### src/rtl/fetch_sequencer.sv
// fetch_sequencer: two-byte instruction fetch and execute handshake timing.
// Ports: Clock/Reset/Run/ExecDone in; ExecStart, T_out, memory, ARF, IR
// select lines, InstrCount and sticky ExecTimeout out (all Moore).
module fetch_sequencer #(
   parameter int MAX_EXEC = 6
) (
   input  logic        Clock,
   input  logic        Reset,
   input  logic        Run,
   input  logic        ExecDone,
   output logic        ExecStart,
   output logic [2:0]  T_out,
   output logic        Mem_CS,
   output logic        Mem_WR,
   output logic [1:0]  ARF_OutBSel,
   output logic [1:0]  ARF_FunSel,
   output logic [3:0]  ARF_RSel,
   output logic        IR_Enable,
   output logic        IR_LH,
   output logic [1:0]  IR_Funsel,
   output logic [15:0] InstrCount,
   output logic        ExecTimeout
);

   localparam logic [1:0] S_IDLE    = 2'd0;
   localparam logic [1:0] S_FETCH_L = 2'd1;
   localparam logic [1:0] S_FETCH_H = 2'd2;
   localparam logic [1:0] S_EXEC    = 2'd3;

   localparam logic [5:0] EC_MAX = 6'(MAX_EXEC);

   logic [1:0]  state, state_nx;
   logic [5:0]  ec, ec_nx;
   logic [15:0] instr_count, instr_count_nx;
   logic        timeout, timeout_nx;
   logic        fetch;

   always_comb begin
      state_nx       = state;
      ec_nx          = ec;
      instr_count_nx = instr_count;
      timeout_nx     = timeout;
      unique case (state)
         S_IDLE: begin
            if (Run && !timeout)
               state_nx = S_FETCH_L;
         end
         S_FETCH_L: state_nx = S_FETCH_H;
         S_FETCH_H: begin
            state_nx = S_EXEC;
            ec_nx    = 6'd1;
         end
         S_EXEC: begin
            // done takes priority over the timeout on the last allowed cycle
            if (ExecDone) begin
               instr_count_nx = instr_count + 16'd1;
               state_nx       = Run ? S_FETCH_L : S_IDLE;
            end else if (ec == EC_MAX) begin
               timeout_nx = 1'b1;
               state_nx   = S_IDLE;
            end else begin
               ec_nx = ec + 6'd1;
            end
         end
         default: state_nx = S_IDLE;
      endcase
   end

   always_ff @(posedge Clock or posedge Reset) begin
      if (Reset) begin
         state       <= S_IDLE;
         ec          <= 6'd0;
         instr_count <= 16'd0;
         timeout     <= 1'b0;
      end else begin
         state       <= state_nx;
         ec          <= ec_nx;
         instr_count <= instr_count_nx;
         timeout     <= timeout_nx;
      end
   end

   assign fetch = (state == S_FETCH_L) || (state == S_FETCH_H);

   // execute steps start at 2 and saturate at 7
   always_comb begin
      T_out = 3'd0;
      unique case (state)
         S_FETCH_H: T_out = 3'd1;
         S_EXEC:    T_out = (ec >= 6'd6) ? 3'd7 : (ec[2:0] + 3'd1);
         default:   T_out = 3'd0;
      endcase
   end

   assign ExecStart   = (state == S_EXEC) && (ec == 6'd1);
   assign Mem_CS      = !fetch;
   assign Mem_WR      = 1'b0;
   assign ARF_OutBSel = 2'b00;
   assign ARF_FunSel  = fetch ? 2'b11 : 2'b01;
   assign ARF_RSel    = fetch ? 4'b1000 : 4'b0000;
   assign IR_Enable   = fetch;
   assign IR_LH       = (state == S_FETCH_H);
   assign IR_Funsel   = 2'b01;
   assign InstrCount  = instr_count;
   assign ExecTimeout = timeout;

endmodule
### config.mk
export PLATFORM = sky130hd
export DESIGN_NAME = fetch_sequencer
export DESIGN_NICKNAME = d
export VERILOG_FILES = /design/src/rtl/fetch_sequencer.sv
export SDC_FILE = /design/constraint.sdc
export NUM_CORES = 1
export LEC_CHECK = 0
export ABC_AREA = 1
export CAP_MARGIN = 30
export CORE_MARGIN = 2
export CORE_UTILIZATION = 44
export DETAILED_ROUTE_END_ITERATION = 6
export HOLD_SLACK_MARGIN = 0.15
export PLACE_DENSITY_LB_ADDON = 0.15
export SYNTH_ARGS = -nofsm -noshare
export SYNTH_HDL_FRONTEND = slang
export SYNTH_SLANG_ARGS = --single-unit
### constraint.sdc
create_clock -name Clock -period 1.5 [get_ports Clock]
set_clock_uncertainty 0.1 [all_clocks]
set_input_delay 0.45 -clock Clock [delete_from_list [all_inputs] [get_ports Clock]]
set_output_delay 0.45 -clock Clock [all_outputs]
set_load 0.02 [all_outputs]
==> results of run 1 <==
[layer usage]
layer / share of wire / wire [µm] / track usage / vias up
met5: 0 / 0 / 0 / -
met3: 0.035 / 144 / 0.0229 / 10
met1: 0.41 / 1720 / 0.274 / 741
met4: 0.026 / 108 / 0.0878 / 0
met2: 0.53 / 2190 / 0.402 / 40
li1: - / - / - / 755
[worst min-delay path, cell delays in order]
cell and delay, ns:
clkdlybuf4s50_1 0.40, inv_1 0.09, buf_12 0.18
[cell families after synthesis]
group / after synthesis / share of synthesized area
xor gates and xnor gates: 10 / 0.0550
AOI/OAI and AO/OA: 11 / 0.0534
adders and majority gates: 8 / 0.0628
buffers and inverters: 39 / 0.118
other: 2 / 0.00472
DFF: 25 / 0.393
muxes: 1 / 0.00707
and+or+nand+nor: 96 / 0.306
[cells in the mapped netlist (4+ instances only)]
cell type  instances  share of area
inv_1             28          0.066
nor2_4             4          0.028
nand2_1           42          0.099
o21ai_0            4          0.013
nand3_1           18          0.057
xor2_1             4          0.022
xnor2_1            6          0.033
buf_4             11          0.052
nand2_2            4          0.016
dfrtp_1           25           0.39
nand4_1            7          0.027
ha_1               8          0.063
nor2_1            11          0.026
[placed cells by master (no fill, tap or decap), drive strengths merged]
| cell type | count |
|---|---|
| conb | 9 |
| nor2 | 15 |
| o21bai | 3 |
| nand4 | 7 |
| ha | 8 |
| o21ai | 6 |
| clkbuf | 3 |
| buf | 81 |
| a21o | 1 |
| xor2 | 4 |
| clkinv | 1 |
| nand3 | 19 |
| xnor2 | 6 |
| dfrtp | 25 |
| clkdlybuf4s50 | 2 |
| mux2 | 1 |
| a41oi | 1 |
| nand3b | 3 |
| nor3 | 5 |
| inv | 28 |
| nand2 | 47 |
| dlygate4sd2 | 1 |
[through the flow]
stage | utilization | cell area (µm²) | TNS [ns]
finish | 0.750 | 2560 | -5.86
global route | 0.750 | 2560 | -7.81
CTS | 0.723 | 2470 | -5.22
detailed placement | 0.662 | 2260 | -12.21
global placement | 0.662 | 2260 | -11.62
floorplan | - | 1680 | -0.451
[how the worst max path moves through the flow]
| stage | endpoint | slack, ns | cells after the start |
|---|---|---|---|
| 6_report | T_out[2] | -0.57 | 6 |
| 4_1_cts | T_out[2] | -0.55 | 5 |
| 5_1_grt | T_out[2] | -0.63 | 5 |
| 3_3_place_gp | T_out[0] | -0.63 | 7 |
| 2_1_floorplan | T_out[0] | -0.18 | 6 |
| 3_5_place_dp | T_out[0] | -0.67 | 7 |
[flip-flops by register name, indices dropped and copies added (netlist names)]
register,flops
state,2
ExecTimeout,1
ec,6
InstrCount,16
[power groups by stage]
stage | sequential [mW] | combinational, mW | clock, mW
floorplan | 1.04 | 1.12 | 0
global placement | 0.920 | 2.03 | 0
detailed placement | 0.930 | 2.09 | 0
CTS | 0.945 | 2.52 | 0.328
global route | 0.984 | 2.82 | 0.353
finish | 0.966 | 2.64 | 0.315
[layout make-up]
cell class,count,area [µm²]
flip-flops and latches,25,629
clock inverters,1,5.00
fillers,256,853
repair buffers,84,697
well taps,46,57.6
clock buffers,3,22.5
multi-input cells,135,1040
inverters,28,113
[repair_timing]
item                                    CTS  global route
pin swaps                                20            11
endpoints found under the setup margin   43            35
buffers inserted                         14             2
gates resized for setup                 167            18
==> impl_metrics.tcl, run 1 <==
set metrics [dict create \
    dr_total_vias 1546 \
    holdWs_ns 0.328 \
    floorplan.initialDensity 0.466 \
    dp_hpwl_um 2870 \
    route.detailed.drc 0 \
    dr.pass1.iters 4 \
    ir_drop_uv 1570 \
    fin_cells 322 \
    rows 21 \
    antenna_left 0 \
    switchingPower_mw 1.69 \
    clk_pin_slew_ns 0.14 \
    required_ns 0.95 \
    p_per_area_mw_per_mm2 1530 \
    path_delay_family "flip-flops" \
    postSynth.asyncResetShare 1.00 \
    placed_cells 303 \
    postCtsHoldBufs 0 \
    numCtsBuffers 3 \
    fin_crit_sh 1.38 \
    grt_pass1_vias 1639 \
    critPathMostFrequentCell "nor2_2" \
    ys_ff_latch 25 \
    critPathMaxStageDelay_ns 0.49 \
    grt_pass1_wl_um 7270 \
    p_int_mw 2.23 \
    end_kind "primary output" \
    netlist-cell-type-count 26 \
    synth_ff_type "dfrtp_1" \
    cts_tree "yes" \
    seq_power_share 0.246 \
    synthCells 192 \
    cp_max_fo 5 \
    seq_area_frac_synth 0.393 \
    status "finished with violations" \
    max_freq_mhz 482 \
    die_w_um 64.2 \
    antennaDiodeCount 0 \
    regToRegEndpoint "ec[0]$_DFFE_PP0P_" \
    core_mm2 0.00342 \
    layout_setup_ws_ns -0.574 \
    start_kind "flop" \
    cp_num_buf_inv 1 \
    rsz0062_at_grt "true" \
    hp-class "in -> async" \
    crit_type "reg -> out" \
    htree_levels 1 \
    via_per_inst 4.80 \
    p_comb_frac 0.673 \
    totalWireLength_um 4160 \
    netlist_area_mm2 0.00159 \
    cellLeakagePower_nw 1.33 \
    p_clk_frac 0.080 \
    reg2regPathDepth 9 \
    cts_root_buf "clkbuf_4" \
    io_buffer_count 29 \
    finalSetupViolCount 26 \
    synth_warnings 0 \
    io_pins 39 \
    crit_path_cell_trace "ha_4 > nand2_4 > nand3_4 > nor2_2 > nor2_2 > buf_4" \
    drive_gt1_frac 0.500 \
    drt_iter0_markers 101 \
    syn2layout_area_growth_pct 60.9 \
    dp_slack_ns -0.673 \
    dieArea_mm2 0.00412 \
    worstSkewPairLatency_ns 0.33 \
    r2r_setup_slack_ns -0.19 \
    finalCriticalPeriod_ns 2.07 \
    routedWlPerCell_um 12.9 \
    r2r_start "ec[5]$_DFFE_PP0P_" \
    violations "negative setup slack" \
    grt_max_degree 26 \
    synth_edf_count 0 \
    crit_start "ec[1]$_DFFE_PP0P_" \
    avgSynthCellArea_um2 8.30 \
    finalPower_mw 3.92 \
    die_h_um 64.2 \
    slew_viol_final 0 \
    cts_buffer_depth 2 \
    cts_num_sinks 25 \
    track_usage 0.224 \
    gp_congestion 0.881 \
    crit_arrival_ns 1.52 \
    timing.max_cap.violations 0 \
    grt_overflow 0 \
    nNetsFinal 289 \
    slowest_stage "dfrtp_2" \
    swShare 0.432 \
    finalHoldViolations 0 \
    antenna_found_initial 0 \
]
(Power assumes the default switching activity.)
==> run 2: changes to the inputs <==
Settings changed: CTS_CLUSTER_SIZE set to 12, SKIP_CTS_REPAIR_TIMING set to 1.
==> run 2 against run 1 <==
The flow still finishes with violations (negative setup slack). Clock-buffer cell count is the same. Final cell count shrank 0.93%. Critical path depth shrank 1. Power shrank 1.2%. Routed wire length grew 0.36%. Worst hold slack gained 0.0020 ns. Utilization shrank 1.6 points. Flip-flop and latch count is the same. Maximum frequency is essentially flat.
==> impl_metrics.tcl, run 2 (same netlist as run 1, synthesis figures left out) <==
set metrics [dict create \
    nNetsFinal 286 \
    r2r_start "ec[4]$_DFFE_PP0P_" \
    largest_register_ffs 16 \
    grt_pass1_vias 1522 \
    crit_type "reg -> out" \
    switchingPower_mw 1.67 \
    violations "negative setup slack" \
    final_cell_mix "42 x buf_4, 41 x nand2_1, 23 x dfrtp_1" \
    antenna_found_initial 0 \
    dr.pass1.iters 5 \
    finalSetupTns_ns -6.23 \
    antennaDiodeCount 0 \
    gp_congestion 0.881 \
    floorplan.initialDensity 0.466 \
    end_kind "primary output" \
    finalCriticalPeriod_ns 2.07 \
    via_per_inst 4.84 \
    rows 21 \
    dp_hpwl_um 2870 \
    dr_total_vias 1544 \
    totalWireLength_um 4170 \
    final_common_cell "buf_4" \
    max_freq_mhz 482 \
    syn2layout_area_growth_pct 57.5 \
    cts_root_buf "clkbuf_4" \
    clk_pin_slew_ns 0.14 \
    crit_arrival_ns 1.52 \
    grt_max_degree 26 \
    hp-class "in -> async" \
    grt_pass1_wl_um 6450 \
    cts_buffer_depth 2 \
    finalPower_mw 3.88 \
    p_clk_frac 0.080 \
    ir_drop_uv 1410 \
    cellLeakagePower_nw 1.31 \
    place_area_mm2 0.00226 \
    routedWlPerCell_um 13.1 \
    worstSkewPairLatency_ns 0.33 \
    antenna_left 0 \
    numCtsBuffers 3 \
    status "finished with violations" \
    io_pins 39 \
    slew_viol_final 0 \
    required_ns 0.95 \
    finalSetupViolCount 28 \
    htree_levels 1 \
    start_kind "flop" \
    die_h_um 64.2 \
    regToRegEndpoint "ec[0]$_DFFE_PP0P_" \
    finalHoldViolations 0 \
    drive_gt1_frac 0.476 \
    rsz0062_at_grt "true" \
    r2r_setup_slack_ns -0.28 \
    cts_tree "yes" \
    dp_slack_ns -0.673 \
    route.detailed.drc 0 \
    fin_util 0.734 \
    io_buffer_count 29 \
    reg2regPathDepth 9 \
    cp_max_fo 5 \
    core_mm2 0.00342 \
    dieArea_mm2 0.00412 \
    drt_iter0_markers 61 \
    layout_setup_ws_ns -0.575 \
    cts_num_sinks 25 \
    p_comb_frac 0.675 \
    swShare 0.431 \
    grt_overflow 0 \
    timing.max_cap.violations 0 \
    fin_crit_sh 1.38 \
    seq_power_share 0.245 \
    die_w_um 64.2 \
    track_usage 0.198 \
    p_int_mw 2.21 \
    p_per_area_mw_per_mm2 1550 \
    final_area_mm2 0.00251 \
]
## run 2: changes by cell type in the layout (fill, tap and decap cells not counted), moves of 2 or more
cell / previous run / this run
buf_2: 14 / 0
buf_4: 44 / 42
buf_6: 22 / 19
clkbuf_2: 0 / 14
ha_2: 0 / 2
ha_4: 5 / 3
inv_4: 3 / 1
## run 2: how the worst max path moves through the flow
stage | start | cells past startpoint | to
floorplan | ec[0]$_DFFE_PP0P_ | 6 | T_out[0]
global placement | ec[0]$_DFFE_PP0P_ | 7 | T_out[0]
detailed placement | ec[0]$_DFFE_PP0P_ | 7 | T_out[0]
CTS | ec[0]$_DFFE_PP0P_ | 7 | T_out[0]
global route | ec[1]$_DFFE_PP0P_ | 5 | T_out[2]
finish | ec[1]$_DFFE_PP0P_ | 5 | T_out[2]
## run 2: worst max-delay path: stages, from the launching register on
cell	delay [ns]
dfrtp_2	0.46
ha_2	0.24
xor2_2	0.20
nor2_2	0.07
nor2_2	0.11
buf_6	0.12
## run 2: area by class of cell
| cell class | count | area (µm²) |
|---|---|---|
| Multi-Input combinational cell | 136 | 1020 |
| Fill cell | 248 | 907 |
| Timing Repair Buffer | 80 | 672 |
| Sequential cell | 25 | 628 |
| Inverter | 28 | 108 |
| Tap cell | 46 | 57.6 |
| Clock buffer | 3 | 22.5 |
| Clock inverter | 1 | 5.00 |
## run 2: power groups by stage
stage	Sequential, mW	Combinational, mW	Clock [mW]
floorplan	1.04	1.12	0
global placement	0.920	2.03	0
detailed placement	0.930	2.09	0
CTS	0.916	2.11	0.328
global route	0.971	2.79	0.351
finish	0.948	2.62	0.312
## run 2: layer usage
metal  routed length (µm)  up-vias  global-route usage
met5                    0        -                   0
met4                  127        0              0.0957
met3                  139       17              0.0282
met2                 2120       46               0.344
met1                 1790      729               0.240
li1                     -      752                   -
## run 2: per-stage QoR
stage | cells | hold slack [ns]
floorplan | 199 | 0.377
global placement | 303 | 0.390
detailed placement | 303 | 0.406
CTS | 307 | 0.330
global route | 319 | 0.348
finish | 319 | 0.330
==> run 3: changes to the inputs <==
Settings changed: REMOVE_ABC_BUFFERS set to 1.
==> run 3 against run 2 <==
The run still ends with negative setup slack left. Critical path depth up 1. Sequential share of layout area down 0.28 points. Design area up 0.95%. Register-to-register slack better by 0.14 ns. Combinational power about the same. Worst hold slack worse by 0.014 ns. Global-route usage down 0.34 points. Highest routed layer unchanged. Flip-flop and latch count unchanged. Routed wire length up 12%.
==> impl_metrics.tcl, run 3 (same netlist as run 1, synthesis figures left out) <==
set metrics [dict create \
    violations "negative setup slack" \
    crit_arrival_ns 1.58 \
    largest_register_ffs 16 \
    final_common_cell "buf_4" \
    placed_cells 303 \
    worstSkewPairLatency_ns 0.34 \
    grt_overflow 0 \
    r2r_start "state[1]$_DFFE_PP0P_" \
    track_usage 0.194 \
    routedWlPerCell_um 14.5 \
    grt_pass1_wl_um 6340 \
    die_w_um 64.2 \
    dr.pass1.iters 5 \
    timing.max_cap.violations 0 \
    ir_drop_uv 1320 \
    hp-class "in -> async" \
    rows 21 \
    via_per_inst 4.92 \
    dieArea_mm2 0.00412 \
    syn2layout_area_growth_pct 59.0 \
    antenna_left 0 \
    dr_total_vias 1583 \
    cts_buffer_depth 2 \
    core_mm2 0.00342 \
    grt_max_degree 26 \
    totalWireLength_um 4660 \
    cellLeakagePower_nw 1.34 \
    cts_tree "yes" \
    end_kind "primary output" \
    dp_hpwl_um 2870 \
    floorplan.initialDensity 0.466 \
    max_freq_mhz 470 \
    gp_congestion 0.855 \
    required_ns 0.95 \
    cts_root_buf "clkbuf_4" \
    antenna_found_initial 0 \
    fin_cells 322 \
    slew_viol_final 0 \
    place_area_mm2 0.00220 \
    fin_crit_sh 1.42 \
    critPathCapture "ExecStart" \
    crit_start "ec[0]$_DFFE_PP0P_" \
    layout_setup_ws_ns -0.628 \
    p_per_area_mw_per_mm2 1540 \
    status "finished with violations" \
    die_h_um 64.2 \
    finalSetupViolCount 29 \
    drt_iter0_markers 114 \
    finalHoldViolations 0 \
    grt_pass1_vias 1463 \
    numCtsBuffers 3 \
    io_pins 39 \
    start_kind "flop" \
    final_cell_mix "40 x buf_4, 38 x nand2_1, 27 x buf_6" \
    route.detailed.drc 0 \
    nNetsFinal 289 \
    cp_max_fo 4 \
    final_area_mm2 0.00253 \
    drive_gt1_frac 0.475 \
    reg2regPathDepth 9 \
    io_buffer_count 29 \
    finalPower_mw 3.91 \
    holdWs_ns 0.315 \
    finalCriticalPeriod_ns 2.13 \
    antennaDiodeCount 0 \
    crit_type "reg -> out" \
    rsz0062_at_grt "true" \
    cts_num_sinks 25 \
    clk_pin_slew_ns 0.15 \
    htree_levels 1 \
    regToRegEndpoint "InstrCount[12]$_DFFE_PP0P_" \
    r2r_setup_slack_ns -0.14 \
]
## run 3: changes by cell type in the layout (fill, tap and decap cells not counted), sizes merged
| cell | previous run | this run |
|---|---|---|
| buf | 63 | 70 |
| clkbuf | 17 | 14 |
| o21ai | 7 | 6 |
## run 3: layout make-up
| cell class | instances | area, µm² |
|---|---|---|
| Clock buffer | 3 | 22.5 |
| Clock inverter | 1 | 5.00 |
| Fill cell | 245 | 883 |
| Inverter | 28 | 115 |
| Multi-Input combinational cell | 135 | 968 |
| Sequential cell | 25 | 627 |
| Tap cell | 46 | 57.6 |
| Timing Repair Buffer | 84 | 737 |
## run 3: stage by stage
step | setup WS, ns | util | TNS, ns
5_1_grt | -0.684 | 0.741 | -8.19
2_1_floorplan | -0.368 | - | -1.68
4_1_cts | -1.03 | 0.651 | -16.09
3_3_place_gp | -0.597 | 0.643 | -11.39
3_5_place_dp | -0.644 | 0.643 | -12.18
6_report | -0.628 | 0.741 | -5.83
## run 3: power breakdown
| group | leakage [nW] | internal [mW] | switching, mW |
|---|---|---|---|
| Clock | 0.0177 | 0.101 | 0.231 |
| Combinational | 1.01 | 1.30 | 1.32 |
| Sequential | 0.318 | 0.809 | 0.154 |
## run 3: worst min-delay path by stage
stage	end	slack (ns)	cells after the start
floorplan	ExecTimeout$_DFFE_PP0P_	0.38	1
global route	ec[0]$_DFFE_PP0P_	0.34	3
detailed placement	ExecTimeout$_DFFE_PP0P_	0.41	1
CTS	ec[5]$_DFFE_PP0P_	0.33	3
finish	InstrCount[6]$_DFFE_PP0P_	0.32	3
global placement	ExecTimeout$_DFFE_PP0P_	0.40	1
## run 3: metal layers
layer	up-vias	routed length (µm)	track usage
met3	21	183	0.0317
met1	758	1780	0.230
li1	753	-	-
met2	51	2520	0.352
met5	-	0	0
met4	0	182	0.0718
## run 3: critical path: stages, from the launching register on
cell and delay [ns]:
dfrtp_1 0.44, buf_4 0.15, buf_6 0.11, ha_1 0.19, nand3_1 0.12, nor2_1 0.08
buf_4 0.16
